$ cat src/rtl/btn_pkg.sv
// btn_pkg: state type and default constants shared by the button press classifier
package btn_pkg;
  typedef enum logic [2:0] {
    IDLE,
    PRESSED,
    LONG_HELD,
    WAIT_SECOND,
    SECOND_PRESSED
  } btn_class_state_t;
  localparam int BTN_LONG_CYCLES_DEF = 50_000_000;
  localparam int BTN_DOUBLE_GAP_DEF  = 25_000_000;
  localparam int BTN_CNT_W_DEF       = 27;
endpackage

$ cat src/rtl/btn_edge_detect.sv
// btn_edge_detect: registers the button level and flags rising/falling edges
module btn_edge_detect (
  input  logic clk,
  input  logic rst_n,
  input  logic btn_state,
  output logic rise,
  output logic fall
);
  logic btn_q, btn_d;
  always_comb btn_d = btn_state;
  // resets to pressed so a button held through reset must be released before it counts
  always_ff @(posedge clk) begin
    if (!rst_n) btn_q <= 1'b1;
    else        btn_q <= btn_d;
  end
  assign rise = btn_state & ~btn_q;
  assign fall = ~btn_state & btn_q;
endmodule

$ cat src/rtl/btn_press_classifier.sv
// btn_press_classifier: turns a debounced button level into short/long/double press pulses
// Double-press detection is compiled in by defining BTN_CLASS_DOUBLE_EN.
module btn_press_classifier
  import btn_pkg::*;
#(
  parameter int LONG_CYCLES       = BTN_LONG_CYCLES_DEF,
  parameter int DOUBLE_GAP_CYCLES = BTN_DOUBLE_GAP_DEF,
  parameter int CNT_W             = BTN_CNT_W_DEF
) (
  input  logic clk,
  input  logic rst_n,
  input  logic btn_state,
  output logic short_press,
  output logic long_press,
  output logic double_press,
  output logic busy
);
  localparam logic [CNT_W-1:0] LONG_LAST = CNT_W'(LONG_CYCLES - 1);
  localparam logic [CNT_W-1:0] GAP_LAST  = CNT_W'(DOUBLE_GAP_CYCLES - 1);
  btn_class_state_t state_q, state_d;
  logic [CNT_W-1:0] cnt_q, cnt_d;
  logic short_q, short_d, long_q, long_d, double_q, double_d, busy_q, busy_d;
  logic rise, fall, cnt_hit;
  btn_edge_detect u_edge (
    .clk      (clk),
    .rst_n    (rst_n),
    .btn_state(btn_state),
    .rise     (rise),
    .fall     (fall)
  );
  // one comparator serves both timeouts; the limit follows the state that owns the counter
  assign cnt_hit = cnt_q == (state_q == WAIT_SECOND ? GAP_LAST : LONG_LAST);
  always_comb begin
    state_d  = state_q;
    short_d  = 1'b0;
    long_d   = 1'b0;
    double_d = 1'b0;
    case (state_q)
      IDLE: if (rise) state_d = PRESSED;
      PRESSED:
        if (fall) begin
`ifdef BTN_CLASS_DOUBLE_EN
          state_d = WAIT_SECOND;
`else
          state_d = IDLE;
          short_d = 1'b1;
`endif
        end else if (cnt_hit) begin
          state_d = LONG_HELD;
          long_d  = 1'b1;
        end
      LONG_HELD: if (fall) state_d = IDLE;
`ifdef BTN_CLASS_DOUBLE_EN
      WAIT_SECOND:
        if (btn_state) state_d = SECOND_PRESSED;
        else if (cnt_hit) begin
          state_d = IDLE;
          short_d = 1'b1;
        end
      SECOND_PRESSED:
        if (fall) begin
          state_d  = IDLE;
          double_d = 1'b1;
        end
`endif
      default: state_d = IDLE;
    endcase
    cnt_d  = state_d != state_q ? '0 :
             (state_q == PRESSED || state_q == WAIT_SECOND) && !(&cnt_q) ? cnt_q + 1'b1 : cnt_q;
    busy_d = state_d != IDLE;
  end
  always_ff @(posedge clk) begin
    if (!rst_n) begin
      state_q  <= IDLE;
      cnt_q    <= '0;
      short_q  <= 1'b0;
      long_q   <= 1'b0;
      double_q <= 1'b0;
      busy_q   <= 1'b0;
    end else begin
      state_q  <= state_d;
      cnt_q    <= cnt_d;
      short_q  <= short_d;
      long_q   <= long_d;
      double_q <= double_d;
      busy_q   <= busy_d;
    end
  end
  assign short_press  = short_q;
  assign long_press   = long_q;
  assign double_press = double_q;
  assign busy         = busy_q;
endmodule

$ cat config.mk
export PLATFORM = sky130hd
export DESIGN_NAME = btn_press_classifier
export DESIGN_NICKNAME = d
export VERILOG_FILES = /design/src/rtl/btn_pkg.sv /design/src/rtl/btn_edge_detect.sv /design/src/rtl/btn_press_classifier.sv
export SDC_FILE = /design/constraint.sdc
export NUM_CORES = 1
export LEC_CHECK = 0
export ABC_CLOCK_PERIOD_IN_PS = 3000
export CELL_PAD_IN_SITES_DETAIL_PLACEMENT = 0
export CELL_PAD_IN_SITES_GLOBAL_PLACEMENT = 1
export CORE_MARGIN = 2
export CORE_UTILIZATION = 49
export CTS_CLUSTER_DIAMETER = 100
export DETAILED_ROUTE_END_ITERATION = 12
export PLACE_DENSITY_LB_ADDON = 0.3
export SYNTH_ARGS = -nofsm -noshare
export SYNTH_HDL_FRONTEND = slang
export SYNTH_SLANG_ARGS = --single-unit
$ cat constraint.sdc
create_clock -name clk -period 3 [get_ports clk]
set_input_delay 0.6 -clock clk [delete_from_list [all_inputs] [get_ports clk]]
set_output_delay 0.6 -clock clk [all_outputs]
set_load 0.02 [all_outputs]
; Yosys cells after proc, flatten, opt, wreduce, memory -nomap -nowiden
; Index checks and enable logic that the tools add are counted.
[totals]
ff_bits = 34
inputBits = 3
out_inout_bits = 4
wordCells = 35
[op_classes]
addsub = 1
eq_ne = 5
mux = 8
bitwise = 6
n_reduce_logical = 9
[op_table]
columns = op, count
row1 = "adder 27 x 1 -> 27 bit, second input constant", 1
row2 = equality test 27 x 26 -> 1 bit, 1
row3 = AND reduction 27 bit, 1
row4 = two-way mux 26 bit, 1
row5 = two-way mux 3 bit, 4
row6 = case mux 3 bit (3 select lines), 1
row7 = "equality test 3 x 2 -> 1 bit, second input constant", 2
row8 = NOT 1 bit, 4
row9 = "equality test 3 x 1 -> 1 bit, second input constant", 1
row10 = zero test 3 bit, 1
row11 = != test 3 bit, 1
row12 = nonzero test 3 bit, 1
row13 = OR reduction 3 bit, 1
row14 = bitwise AND 1 bit, 2
row15 = two-way mux 1 bit, 2
row16 = AND reduction 2 bit, 1
row17 = OR reduction 2 bit, 1
row18 = logical AND 1 bit, 1
row19 = zero test 1 bit, 1
row20 = logical OR 1 bit, 1

; Depth between registers and ports, before layout
[depth]
word_depth = 8
ltp_mapped = 8
mapped_depth_nobuf = 6

; Hierarchy
; From an unflattened synthesis, not the netlist that was laid out.
[hier_totals]
cells_unflattened = 198
area_unflattened_um2 = 1819.2
[by_module_without_submodules]
columns = module, instances, cells_per_inst, area_each_um2
row1 = btn_press_classifier, 1, 194, 1780.5
row2 = btn_edge_detect, 1, 4, 38.8

; Least setup slack after synthesis
; Ideal clock, no wire load.
[synth_path]
path_kind = reg2reg
start = register cnt_q[0]
end = register cnt_q[15]
arrival_ns = 1.910
required_time_ns = 2.929
path_slack_ns = 1.019
path_stages_with_launch = 9
period_less_slack_ns = 1.981
cell_sequence = dfxtp_1 -> ha_1 -> and3_1 -> and2_1 -> clkbuf_1 -> a31o_1 -> buf_6 -> or4_1 -> a21oi_1
[synth_via]
elab_chain_cells = 6
elab_cells_between_ends = 10
cone_classes = 1 x add/sub / 2 x eq/ne / 3 x mux / 4 x reduce/logical
[synth_lines]
columns = item, line_no
row1 = "start, declared", btn_press_classifier.sv:21  ; logic [CNT_W-1:0] cnt_q, cnt_d;
row2 = "start signal, assigned", btn_press_classifier.sv:82  ; cnt_q <= cnt_d;
row3 = equality test 27 x 26 -> 1 bit, btn_press_classifier.sv:32  ; assign cnt_hit = cnt_q == (state_q == WAIT_SECOND ? GAP_LAST : LONG_LAST);
row4 = two-way mux 3 bit, btn_press_classifier.sv:48  ; end else if (cnt_hit) begin
row5 = two-way mux 3 bit, btn_press_classifier.sv:41  ; if (fall) begin
row6 = case mux 3 bit (3 select lines), btn_press_classifier.sv:38  ; case (state_q)
row7 = != test 3 bit, btn_press_classifier.sv:68  ; cnt_d = state_d != state_q ? '0 :
row8 = OR reduction 2 bit (no line), --
; Parallel ways exist; a longest one is shown, timed or not.
; A chain may end at the register's enable or synchronous reset.

; Final worst setup path
; Ends and elaborated chain as after synthesis.

==> results_dict.tcl <==
set metrics [dict create \
    fillers 342 \
    yosys-top-cells-area "dfxtp_1 (37%), xnor2_1 (7.7%), nor2_1 (5.0%), nand2_1 (3.7%), a21oi_1 (3.0%)" \
    final_nets 221 \
    critical_path.max_stage_delay_ns 0.45 \
    timing_worst_setup_path_type "flop to flop" \
    post_route_cells_drive_above_1_share_pct 5.99 \
    total_overflow_reported_by_the_global_router 0 \
    yosys_most_used_dff "dfxtp_1" \
    post_synth_xor_area_fraction_pct 8.20 \
    vias 1533 \
    detailedRoute.firstPassIterationCount 4 \
    via_per_inst 5.78 \
    cts-resized-gates 0 \
    clkLatencyLatePin_ns 0.28 \
    place.gp.congestion 0.828 \
    synth_top_family_by_area "simple AND/OR/NAND/NOR gates" \
    synth_adder_area_share_pct 1.24 \
    finalWirelength_mm 3.74 \
    worst_slack_ns 0.911 \
    netlist_area_sq_um 1820 \
    clk_pin_slew_worst_paths_ns 0.06 \
    outcome "complete, no violations" \
    crit_chain "ha_1 > and3_1 > and2_1 > a31o_1 > or4_1 > a21oi_1" \
    ctsHtreeMaxLevel 2 \
    maxSlewHeadroom_pct 64.5 \
    hold_viol 0 \
    post_synth_inst_count 212 \
    synth_compound_area_share_pct 16.9 \
    layout_commonest_cell "dfxtp_1" \
    multiInputGateArea_sq_um 1060 \
    clock_sinks 34 \
    core_sq_um 3610 \
    yosysTopAreaCell "dfxtp_1" \
    cp_data_arrival_time_ns 2.31 \
    antenna_found_initial 0 \
    synth_warn 0 \
    synth_simple_gate_area_share_pct 31.4 \
    hold_path_class "flop to flop" \
    rsz0062_at_grt "no" \
    die_area_sq_um 4210 \
    signed_area_change_from_the_synthesized_netlist_to_the_final_layout_pct 7.65 \
    sequential_cell_area_sq_um 681 \
    first_iter_violations 143 \
    syn-mean-instance-area_sq_um 8.56 \
    port_buffers 5 \
    drc 0 \
    drtAntennaViolNets 0 \
    total_power_uw 797 \
    n_antenna_cell 0 \
    worstPathMaxFanout 11 \
    cts_tree "done" \
    cts_setup_buffers 0 \
    powerDensity_nw_per_um2 408 \
    cap_viol_max_count 0 \
    cell_type_of_the_slowest_stage_on_the_worst_timing_path "or4_1" \
    period_minus_slack_ns 2.09 \
    synthMuxAreaShare_pct 0.551 \
    grt_pass1_wl_mm 6.18 \
    fmax_mhz 479 \
    grt_max_degree 18 \
    worstMarginPinSlew_ns 0.519 \
    grt_pass1_vias 1345 \
    cts.hold.buffers_added 0 \
    setup.worst_path.start_class "flop" \
    power.leakage_nw 0.586 \
    report.final.setup_viol 0 \
    die_width_um 64.9 \
    floorplan.initialDensity_pct 50.3 \
    fp-row-count 22 \
    groute.usage.overall_pct 19.3 \
    critPathRequiredTime_ns 3.22 \
    edff_count_synth 0 \
    clock_root_buffer "clkbuf_8" \
    dpl_cell_area_sq_um 1880 \
    numCtsBuffers 5 \
    ys_ff_latch 34 \
    die-height_um 64.9 \
    avgRoutedWirePerCell_um 14.1 \
    drv_slew 0 \
    finalSetupTns_ns 0 \
    design.portCount 7 \
    final.period_utilization_pct 69.6 \
    synth_largest_type_area_fraction_pct 37.5 \
    synthDistinctLibCells 48 \
    share_of_synthesized_area_occupied_by_flip_flops_and_latches_pct 37.5 \
    skew_ns 0.00759 \
    cts_buffer_depth 2 \
    dp.final_hpwl_mm 2.69 \
    mostFrequentLayoutCells "dfxtp_1 (34), nor2_1 (24), nand2_1 (18), xnor2_1 (16), a21oi_1 (11)" \
    postLayoutCellArea_sq_um 1950 \
    postSynth.asyncResetShare_pct 0 \
    cp-end-kind "flop" \
    pre_cts_ws_ns 0.776 \
    vdd_drop_max_mv 0.246 \
]
worst max-delay path, delay by kind of cell, from the launching register on:
family	cells	cell delay (ns)
adders and majority gates	1	0.27
and+or+nand+nor	3	0.88
AOI/OAI and AO/OA	2	0.51
DFF	1	0.36
path summary, 6_finish.rpt:
kind / from / end / slack, ns / depth (start not counted)
max: cnt_q[0]$_SDFFE_PP0P_ / cnt_q[15]$_SDFFE_PP0P_ / 0.91 / 6
min: cnt_q[3]$_SDFFE_PP0P_ / cnt_q[3]$_SDFFE_PP0P_ / 0.52 / 2
max reg2reg: cnt_q[0]$_SDFFE_PP0P_ / cnt_q[15]$_SDFFE_PP0P_ / 0.91 / 6
min reg2reg: cnt_q[3]$_SDFFE_PP0P_ / cnt_q[3]$_SDFFE_PP0P_ / 0.52 / 2
metal layers:
| metal | wire (um) | vias up | global-route usage, % | part of all wire [%] |
|---|---|---|---|---|
| met3 | 109 | 7 | 4.69 | 2.9 |
| met5 | 0 | - | 0 | 0 |
| li1 | - | 791 | - | - |
| met4 | 69 | 0 | 8.78 | 1.8 |
| met2 | 1650 | 19 | 28.4 | 44 |
| met1 | 1910 | 716 | 26.7 | 51 |
cell usage after synthesis, types with 5 or more instances:
master     instances
a211oi_1           6
nand4_1            7
a21oi_1           11
nor2_1            24
dfxtp_1           34
and3_1             5
xnor2_1           16
a2111oi_0          5
nand3_1            7
nand2_1           18
nand2b_1           5
state kept, by name, indices dropped and copies added (netlist names):
register and flops:
busy 1, long_press 1, state_q 3, cnt_q 27, short_press 1, u_edge.btn_q 1
cell type report:
type                            instances  share of cell area (%)
Clock buffer                            7                    3.91
Sequential cell                        34                    34.8
Timing Repair Buffer                    7                    3.33
Multi-Input combinational cell        167                    54.5
Tap cell                               48                    3.07
Inverter                                2                   0.384
through the flow:
stage               instances  hold WS [ns]  utilization [%]
global route              265         0.545             54.2
detailed placement        258         0.505             52.1
global placement          258         0.493             52.1
floorplan                 213         0.473                -
finish                    265         0.519             54.2
CTS                       265         0.519             54.2
report_power, final:
group | internal (mW) | total, mW | switching (mW)
clock | 0.159 | 0.309 | 0.150
sequential | 0.454 | 0.456 | 0.00232
combinational | 0.0120 | 0.0318 | 0.0198
kinds of logic after synthesis:
kind of cell               count (synthesis)
other                                      1
muxes                                      1
and+or+nand+nor                          101
AOI/OAI and AO/OA                         44
DFF                                       34
adders and majority gates                  2
xor gates and xnor gates                  17
buffers and inverters                     12
Power figures use the tool's default switching activity.
